### config.mk
export PLATFORM = sky130hd
export DESIGN_NAME = dr_load_sequencer_flat
export DESIGN_NICKNAME = d
export VERILOG_FILES = /design/src/rtl/dr_load_sequencer_if.sv /design/src/rtl/dr_load_sequencer.sv /design/src/flat_wrapper.sv
export SDC_FILE = /design/constraint.sdc
export NUM_CORES = 1
export LEC_CHECK = 0
export BUFFER_PORTS_ARGS = -buffer_cell sky130_fd_sc_hd__buf_2
export CORE_MARGIN = 5
export CORE_UTILIZATION = 46
export CTS_CLUSTER_SIZE = 10
export DETAILED_ROUTE_END_ITERATION = 6
export PLACE_DENSITY = 0.82
export SKIP_CTS_REPAIR_TIMING = 1
export SYNTH_ARGS = -nofsm -noshare
export SYNTH_HDL_FRONTEND = slang
export SYNTH_SLANG_ARGS = --single-unit
### constraint.sdc
create_clock -name Clock -period 2.3 [get_ports Clock]
set_clock_uncertainty 0.2 [all_clocks]
set_input_delay 0.46 -clock Clock [delete_from_list [all_inputs] [get_ports Clock]]
set_output_delay 0.46 -clock Clock [all_outputs]
set_load 0.05 [all_outputs]
### src/rtl/dr_load_sequencer_if.sv
// Interface bundle for dr_load_sequencer.
// Request side: Start, Size, SignExt, Abort.
// Memory side: MemRead/AddrOffset out, MemData/MemValid in.
// Data Register side: DR_I, DR_E, DR_FunSel.
// Status: Busy, Done, Error.
// master = driver of the sequencer (requester + memory), slave = the sequencer.
interface dr_load_sequencer_if;
  logic       Start;
  logic [1:0] Size;
  logic       SignExt;
  logic       Abort;
  logic [7:0] MemData;
  logic       MemValid;
  logic       MemRead;
  logic [1:0] AddrOffset;
  logic [7:0] DR_I;
  logic       DR_E;
  logic [1:0] DR_FunSel;
  logic       Busy;
  logic       Done;
  logic       Error;

  modport master (
    output Start, Size, SignExt, Abort, MemData, MemValid,
    input  MemRead, AddrOffset, DR_I, DR_E, DR_FunSel, Busy, Done, Error
  );

  modport slave (
    input  Start, Size, SignExt, Abort, MemData, MemValid,
    output MemRead, AddrOffset, DR_I, DR_E, DR_FunSel, Busy, Done, Error
  );
endinterface

### src/rtl/dr_load_sequencer.sv
// Loads a 1..4 byte big-endian value from byte-wide memory into a 32-bit
// Data Register, one FETCH/WRITE pair per byte, then pulses Done.
// Ports:
//   Clock  - rising-edge clock
//   Reset  - synchronous active-high reset, highest priority
//   bus    - dr_load_sequencer_if.slave (request, memory, DR and status signals)
// Parameter TIMEOUT: FETCH cycles without MemValid tolerated before Error.
module dr_load_sequencer #(
  parameter int unsigned TIMEOUT = 15
) (
  input  logic Clock,
  input  logic Reset,
  dr_load_sequencer_if.slave bus
);

  localparam int TW = (TIMEOUT < 1) ? 1 : $clog2(TIMEOUT + 1);

  typedef enum logic [1:0] {
    S_IDLE  = 2'd0,
    S_FETCH = 2'd1,
    S_WRITE = 2'd2,
    S_DONE  = 2'd3
  } state_t;

  state_t        state_q, state_d;
  logic [1:0]    size_q, size_d;
  logic          sext_q, sext_d;
  logic [1:0]    byte_cnt_q, byte_cnt_d;
  logic [TW-1:0] tcnt_q, tcnt_d;
  logic [7:0]    dr_i_q, dr_i_d;

  logic       mem_read;
  logic [1:0] addr_offset;
  logic       dr_e;
  logic [1:0] dr_funsel;
  logic       done;
  logic       error;

  always_ff @(posedge Clock) begin
    if (Reset) begin
      state_q    <= S_IDLE;
      size_q     <= '0;
      sext_q     <= 1'b0;
      byte_cnt_q <= '0;
      tcnt_q     <= '0;
      dr_i_q     <= '0;
    end else begin
      state_q    <= state_d;
      size_q     <= size_d;
      sext_q     <= sext_d;
      byte_cnt_q <= byte_cnt_d;
      tcnt_q     <= tcnt_d;
      dr_i_q     <= dr_i_d;
    end
  end

  // Abort is checked first in every busy state so it beats MemValid,
  // timeout, the DR write and the Done pulse.
  always_comb begin
    state_d     = state_q;
    size_d      = size_q;
    sext_d      = sext_q;
    byte_cnt_d  = byte_cnt_q;
    tcnt_d      = tcnt_q;
    dr_i_d      = dr_i_q;
    mem_read    = 1'b0;
    addr_offset = '0;
    dr_e        = 1'b0;
    dr_funsel   = '0;
    done        = 1'b0;
    error       = 1'b0;

    case (state_q)
      S_IDLE: begin
        if (bus.Start) begin
          size_d     = bus.Size;
          sext_d     = bus.SignExt;
          byte_cnt_d = '0;
          tcnt_d     = '0;
          state_d    = S_FETCH;
        end
      end
      S_FETCH: begin
        mem_read    = 1'b1;
        addr_offset = byte_cnt_q;
        if (bus.Abort) begin
          state_d = S_IDLE;
        end else if (bus.MemValid) begin
          dr_i_d  = bus.MemData;
          state_d = S_WRITE;
        end else if (tcnt_q == TW'(TIMEOUT)) begin
          error   = 1'b1;
          state_d = S_IDLE;
        end else begin
          tcnt_d = tcnt_q + TW'(1);
        end
      end
      S_WRITE: begin
        if (bus.Abort) begin
          state_d = S_IDLE;
        end else begin
          dr_e = 1'b1;
          // First byte loads (zero/sign extended); later bytes shift in.
          dr_funsel = (byte_cnt_q == 2'd0) ? {1'b0, sext_q} : 2'b10;
          if (byte_cnt_q == size_q) begin
            state_d = S_DONE;
          end else begin
            byte_cnt_d = byte_cnt_q + 2'd1;
            tcnt_d     = '0;
            state_d    = S_FETCH;
          end
        end
      end
      S_DONE: begin
        done    = ~bus.Abort;
        state_d = S_IDLE;
      end
      default: state_d = S_IDLE;
    endcase
  end

  assign bus.MemRead    = mem_read;
  assign bus.AddrOffset = addr_offset;
  assign bus.DR_I       = dr_i_q;
  assign bus.DR_E       = dr_e;
  assign bus.DR_FunSel  = dr_funsel;
  assign bus.Busy       = (state_q != S_IDLE);
  assign bus.Done       = done;
  assign bus.Error      = error;

endmodule

### src/flat_wrapper.sv
// flat-port wrapper written by rule: the top's interface ports become plain ports
module dr_load_sequencer_flat 
#(
  parameter int unsigned TIMEOUT = 15
)
  (Clock, Reset, bus_Start, bus_Size, bus_SignExt, bus_Abort, bus_MemData, bus_MemValid, bus_MemRead, bus_AddrOffset, bus_DR_I, bus_DR_E, bus_DR_FunSel, bus_Busy, bus_Done, bus_Error);
  dr_load_sequencer_if bus_i ();
  input  logic Clock;
  input  logic Reset;
  input wire logic [$bits(bus_i.Start)-1:0] bus_Start;
  input wire logic [$bits(bus_i.Size)-1:0] bus_Size;
  input wire logic [$bits(bus_i.SignExt)-1:0] bus_SignExt;
  input wire logic [$bits(bus_i.Abort)-1:0] bus_Abort;
  input wire logic [$bits(bus_i.MemData)-1:0] bus_MemData;
  input wire logic [$bits(bus_i.MemValid)-1:0] bus_MemValid;
  output wire logic [$bits(bus_i.MemRead)-1:0] bus_MemRead;
  output wire logic [$bits(bus_i.AddrOffset)-1:0] bus_AddrOffset;
  output wire logic [$bits(bus_i.DR_I)-1:0] bus_DR_I;
  output wire logic [$bits(bus_i.DR_E)-1:0] bus_DR_E;
  output wire logic [$bits(bus_i.DR_FunSel)-1:0] bus_DR_FunSel;
  output wire logic [$bits(bus_i.Busy)-1:0] bus_Busy;
  output wire logic [$bits(bus_i.Done)-1:0] bus_Done;
  output wire logic [$bits(bus_i.Error)-1:0] bus_Error;
  assign bus_i.Start = bus_Start;
  assign bus_i.Size = bus_Size;
  assign bus_i.SignExt = bus_SignExt;
  assign bus_i.Abort = bus_Abort;
  assign bus_i.MemData = bus_MemData;
  assign bus_i.MemValid = bus_MemValid;
  assign bus_MemRead = bus_i.MemRead;
  assign bus_AddrOffset = bus_i.AddrOffset;
  assign bus_DR_I = bus_i.DR_I;
  assign bus_DR_E = bus_i.DR_E;
  assign bus_DR_FunSel = bus_i.DR_FunSel;
  assign bus_Busy = bus_i.Busy;
  assign bus_Done = bus_i.Done;
  assign bus_Error = bus_i.Error;
  dr_load_sequencer #(.TIMEOUT(TIMEOUT)) u_core (.Clock(Clock), .Reset(Reset), .bus(bus_i));
endmodule
==> metrics.cfg, run 1 <==
[yosys]
ys_seq_area_share_pct = 44.2
synthMuxAreaShare_pct = 5.81
syn_nets = 128
yosysUniqueCellTypes = 21
ys.warnings.count = 0
ys_seq_elements = 19
synth-adder-area-share_pct = 2.91
netlist_area_sq_um = 861
synth_top_family_by_area = simple AND/OR/NAND/NOR gates
synth_xor_area_share_pct = 2.03
netlist_instances = 110
yosys.area_share.simple_pct = 31.8
synth.avg_cell_area_sq_um = 7.83
synth_compound_area_share_pct = 9.74

[worst_setup_path]
reg2reg_depth = 5
cp.arrival_ns = 1.56
worstPathRequired_ns = 1.64
cpMaxStageDelayCell = or4b_4
path_cells = or4b_4 -> nor2_2 -> buf_4
reg2reg_to = u_core.tcnt_q[1]
r2r-start = u_core.state_q[0]
rrSetupSlack_ns = 0.54
cpPeakStageDelay_ns = 0.58
worstSetupPathType = reg -> out
cp_max_fo = 7
cp-start-kind = register
end_kind = output pin

[route]
ant_nets = 0
drtIter0Drc = 9
num_vias = 812
avgRoutedWirePerCell_microns = 11.5
first_pass_iters = 4
routed_wl_mm = 1.94
routed_via_density = 4.80
drc = 0

[floorplan]
row_count = 15
core_area_sq_um = 1750
die_w_microns = 53.3
dieArea_sq_um = 2840
boundaryPins = 33
die_h_microns = 53.3
initial_core_util_pct = 49.3

[hold_path]
hp-class = in -> reg
hold_start = bus_MemData[4]
min_path_cells = 3
hold_end = u_core.bus.DR_I[4]

[global_routing]
grt_pass1_vias = 817
grt_max_degree = 20
grt_usage_pct = 16.7
grt_overflow = 0
antenna_found_initial = 0
grt_pass1_wl_mm = 3.39

[sta]
setup_viol = 0
rsz0062_at_grt = no
tightest_slew_ns = 0.327
max_clock_freq_ghz = 0.451
slew_headroom_pct = 78.2
finalHoldViolations = 0
layout_min_cycle_time_ns = 2.22
slew_viol_final = 0
tns_ns = 0
period_share_pct = 96.5

[outcome]
outcome = finished, final reports clean

[clock_network]
path_clk_slew_ns = 0.10
cts_tree = yes
cts_root_buffer = clkbuf_4
insertion_delay_ns = 0.30
cts_buffers = 3
cts_buffer_depth = 2
clock_sinks = 19
htree_levels = 1

[power_and_ir_drop]
p_comb_share_pct = 15.1
p_leak_nw = 0.499
netSwitchingPower_uw = 168
swShare_pct = 27.7
peakVddDrop_mv = 0.345
power_per_cell_area_nw_per_um2 = 557
seq_power_share_pct = 56.8
internal_power_uw = 438
pwr-share-clk_pct = 28.1

[placement]
dpl.cell_count = 165
globalplace.congestion = 0.722
hpwl_mm = 1.54
port_buffers = 32

[layout]
final_nets = 163
antennaDiodeCount = 0
area_growth_pct = 26.3
drive_gt1_share_pct = 29.9
final_cell_count_no_fill = 169

[run]
cap_violations = 0

-- layout by cell type (no fill, tap or decap) --
master    netlist  final
nor3_2          0      1
or4b_4          1      1
or3b_1          1      1
buf_4           0      2
xor2_1          2      2
nor2_2          0      2
nor2_1         18     16
nor2b_2         1      1
and3_1          1      1
dfxtp_1        19     19
nand2_1        21     21
or3_1           4      4
a21oi_1        13     13
or2_2           1      1
and2_1          3      3
nand3_1         2      2
o21ai_2         1      1
ha_1            2      2
mux2i_1         5      5
nand2b_1        4      4
buf_2           0     31
clkbuf_1        3      1
o21ai_1         2      2
clkbuf_4        0      3
inv_1           5      5
-- flip-flops by register name, summed over array words and instances (netlist names) --
name	count
u_core.tcnt_q	4
u_core.byte_cnt_q	2
u_core.sext_q	1
u_core.state_q	2
u_core.size_q	2
u_core.bus.DR_I	8
-- worst max path at each step --
stage | startpoint | endpoint | slack (ns) | cells past startpoint
after floorplan | u_core.state_q[0] | bus_DR_FunSel[0] | 0.12 | 3
final | u_core.state_q[1] | bus_Error | 0.08 | 3
after detailed placement | bus_Abort | bus_Error | 0.16 | 4
after global placement | bus_Abort | bus_Error | 0.16 | 4
after CTS | u_core.state_q[1] | bus_Error | 0.01 | 3
after global routing | u_core.state_q[1] | bus_Error | 0.003 | 3
-- stage by stage --
| stage | cell area (sq um) | hold WS [ns] | setup WS (ns) | power, mW | util (%) |
|---|---|---|---|---|---|
| after floorplan | 871 | 0.252 | 0.123 | 0.414 | - |
| after global placement | 1060 | 0.240 | 0.158 | 0.442 | 60.6 |
| after detailed placement | 1060 | 0.244 | 0.156 | 0.444 | 60.6 |
| after CTS | 1080 | 0.177 | 0.00973 | 0.612 | 62.2 |
| after global routing | 1090 | 0.190 | 0.00285 | 0.641 | 62.3 |
| final | 1090 | 0.183 | 0.0815 | 0.606 | 62.3 |
-- synthesized netlist by cell type (all sizes together) --
library cell	count	area share, %
clkbuf	3	1.3
dfxtp	19	44
and3	1	0.73
mux2i	5	5.8
ha	2	2.9
or3b	1	1.0
nor2	18	7.8
nand3	2	1.2
or4b	1	1.6
and2	3	2.2
a21oi	13	7.6
or2	1	0.73
or3	4	2.9
xor2	2	2.0
o21ai	3	2.2
nand2	21	9.2
nand2b	4	2.9
nor3	1	0.58
inv	5	2.2
nor2b	1	1.0
-- routing by layer --
metal	vias up	GRT usage (%)	wire length, microns
met5	-	0	0
met4	0	6.38	40
met3	7	7.32	140
met2	20	29.4	1000
met1	361	17.1	761
li1	424	-	-
-- cell families (layout without fill, tap and decap cells) --
logic type / after synthesis / count (layout)
compound gates: 16 / 16
simple gates: 58 / 58
flops: 19 / 19
xor+xnor: 2 / 2
buf+inv: 8 / 42
fa+ha+maj: 2 / 2
mux: 5 / 5
-- power groups by stage --
stage	combinational [mW]	sequential (mW)	clock, mW
floorplan	0.0520	0.362	0
global placement	0.0901	0.352	0
detailed placement	0.0918	0.352	0
CTS	0.0922	0.345	0.175
global route	0.102	0.346	0.193
finish	0.0913	0.344	0.170
-- critical path, delay by kind of cell (launching register included) --
kind	cells	cell delay, ns
AND/OR/NAND/NOR	2	0.70
flip-flops	1	0.36
buffers and inverters	1	0.20
-- cell type report --
class                      instances  area [sq um]
clock buffer                       4          26.3
fill                             162           658
inverter                           5          18.8
multi-input combinational         83           460
sequential                        19           380
tap                               25          31.3
timing repair buffer              33           170
Power figures use the tool's default switching activity.
==> run 2: changes to the inputs <==
--- a/config.mk
+++ b/config.mk
@@ -7,10 +7,11 @@
 export LEC_CHECK = 0
 export BUFFER_PORTS_ARGS = -buffer_cell sky130_fd_sc_hd__buf_2
 export CORE_MARGIN = 5
-export CORE_UTILIZATION = 46
+export CORE_UTILIZATION = 49
+export CTS_BUF_LIST = sky130_fd_sc_hd__clkbuf_8
 export CTS_CLUSTER_SIZE = 10
 export DETAILED_ROUTE_END_ITERATION = 6
-export PLACE_DENSITY = 0.82
+export PLACE_DENSITY = 0.86
 export SKIP_CTS_REPAIR_TIMING = 1
 export SYNTH_ARGS = -nofsm -noshare
 export SYNTH_HDL_FRONTEND = slang
==> run 2 against run 1 <==
Die area down 5.0%. Combinational power rose by 1%. Worst hold slack improved by 0.048 ns. Flip-flop and latch count stayed put. Maximum frequency fell by 1.4%. Final area grew 0.69%. Largest cell class unchanged. Largest power group unchanged. Highest routed layer unchanged.
==> metrics.cfg, run 2 (synthesis gave the netlist of run 1 again) <==
[outcome]
outcome = finished, final reports clean  ; unchanged

[clock_network]
insertion_delay_ns = 0.26  ; was 0.30 ns
clock_sinks = 19  ; unchanged
cts_tree = yes  ; unchanged
path_clk_slew_ns = 0.07  ; was 0.10 ns
htree_levels = 1  ; unchanged
cts_root_buffer = clkbuf_8  ; was clkbuf_4
cts_buffer_depth = 2  ; unchanged
cts_buffers = 3  ; unchanged

[floorplan]
core_area_sq_um = 1690  ; was 1750 sq um
die_w_microns = 51.9  ; was 53.3 microns
dieArea_sq_um = 2700  ; was 2840 sq um
row_count = 15  ; unchanged
die_h_microns = 51.9  ; was 53.3 microns
initial_core_util_pct = 51.0  ; was 49.3%
boundaryPins = 33  ; unchanged

[sta]
tns_ns = 0  ; unchanged
tightest_slew_ns = 0.324  ; was 0.327 ns
slew_viol_final = 0  ; unchanged
setup_ws_ns = 0.0499  ; was 0.0815 ns
rsz0062_at_grt = no  ; unchanged
max_clock_freq_ghz = 0.444  ; was 0.451 GHz
slew_headroom_pct = 78.4  ; was 78.2%
setup_viol = 0  ; unchanged
layout_min_cycle_time_ns = 2.25  ; was 2.22 ns
period_share_pct = 97.8  ; was 96.5%
finalHoldViolations = 0  ; unchanged

[layout]
largest_reg_flops = 8  ; unchanged
final_common_cell = buf_2  ; unchanged
layout_common_cells = buf_2 (32), nand2_1 (21), dfxtp_1 (19)  ; was buf_2 (31), nand2_1 (21), dfxtp_1 (19)
antennaDiodeCount = 0  ; unchanged
area_growth_pct = 27.2  ; was 26.3%
final_nets = 163  ; unchanged
post-route-cell-area_sq_um = 1090  ; about the same
drive_gt1_share_pct = 30.6  ; was 29.9%

[worst_setup_path]
reg2reg_to = u_core.tcnt_q[0]  ; was u_core.tcnt_q[1]
r2r-start = u_core.state_q[1]  ; was u_core.state_q[0]
cp.arrival_ns = 1.59  ; was 1.56 ns
worstPathRequired_ns = 1.64  ; about the same
reg2reg_depth = 5  ; unchanged
worstSetupPathType = reg -> out  ; unchanged
rrSetupSlack_ns = 0.49  ; was 0.54 ns
end_kind = output pin  ; unchanged
cp-start-kind = register  ; unchanged
cp_max_fo = 7  ; unchanged

[placement]
placed_area_sq_um = 1050  ; was 1060 sq um
hpwl_mm = 1.57  ; was 1.54 mm
port_buffers = 32  ; unchanged
post-place-ws_ns = 0.146  ; was 0.156 ns
globalplace.congestion = 0.721  ; was 0.722

[global_routing]
grt_max_degree = 20  ; unchanged
grt_pass1_vias = 805  ; was 817
grt_overflow = 0  ; unchanged
grt_pass1_wl_mm = 3.44  ; was 3.39 mm
grt_usage_pct = 17.2  ; was 16.7%
antenna_found_initial = 0  ; unchanged

[route]
ant_nets = 0  ; unchanged
drc = 0  ; unchanged
avgRoutedWirePerCell_microns = 12.9  ; was 11.5 microns
num_vias = 841  ; was 812
drtIter0Drc = 11  ; was 9
first_pass_iters = 6  ; was 4
routed_wl_mm = 2.08  ; was 1.94 mm
routed_via_density = 5.22  ; was 4.80

[power_and_ir_drop]
power_per_cell_area_nw_per_um2 = 613  ; was 557 nW/um^2
power.total_uw = 672  ; was 606 uW
p_leak_nw = 0.510  ; was 0.499 nW
peakVddDrop_mv = 0.397  ; was 0.345 mV

[hold_path]
hp-class = in -> reg  ; unchanged
hold_end = u_core.bus.DR_I[1]  ; was u_core.bus.DR_I[4]
min_path_cells = 3  ; unchanged
hold_start = bus_MemData[1]  ; was bus_MemData[4]

[run]
cap_violations = 0  ; unchanged

-- run 2: cell types whose count changed in the layout (fill, tap and decap cells not counted), sizes merged --
cell | before | now
clkbuf | 4 | 3
clkinv | 0 | 1
-- run 2: worst max path at each step --
stage,from,end,cells past startpoint
2_1_floorplan,u_core.state_q[0],bus_DR_FunSel[0],3
3_3_place_gp,bus_Abort,bus_Error,4
3_5_place_dp,bus_Abort,bus_Error,4
4_1_cts,u_core.state_q[1],bus_Error,3
5_1_grt,u_core.state_q[0],bus_Error,3
6_report,u_core.state_q[1],bus_Error,3
-- run 2: routing by layer --
metal	vias up	wire (microns)	GRT usage, %
met4	0	36	10.0
met5	-	0	0
met2	19	1150	30.1
li1	428	-	-
met1	389	801	18.7
met3	5	86	3.72
-- run 2: area by class of cell --
| type | instances | area [sq um] |
|---|---|---|
| flip-flops and latches | 19 | 380 |
| fillers | 155 | 594 |
| multi-input cells | 83 | 460 |
| repair buffers | 33 | 168 |
| clock buffers | 3 | 41.3 |
| clock inverters | 1 | 5.00 |
| well taps | 17 | 21.3 |
| inverters | 5 | 18.8 |
-- run 2: through the flow --
step,instances,hold slack [ns],util [%]
after detailed placement,157,0.249,62.1
after global routing,161,0.235,64.8
after global placement,157,0.240,62.1
final,161,0.230,64.8
after floorplan,110,0.252,-
after CTS,161,0.226,64.8
-- run 2: critical path: stages, from the launching register on --
cell     delay, ns
dfxtp_1       0.37
or4b_4        0.59
nor2_2        0.11
buf_2         0.26
-- run 2: report_power, final --
group | internal, mW | total (mW) | leakage (nW) | switching [mW]
Combinational | 0.0324 | 0.0926 | 0.331 | 0.0602
Sequential | 0.338 | 0.345 | 0.154 | 0.00686
Clock | 0.121 | 0.234 | 0.0255 | 0.113
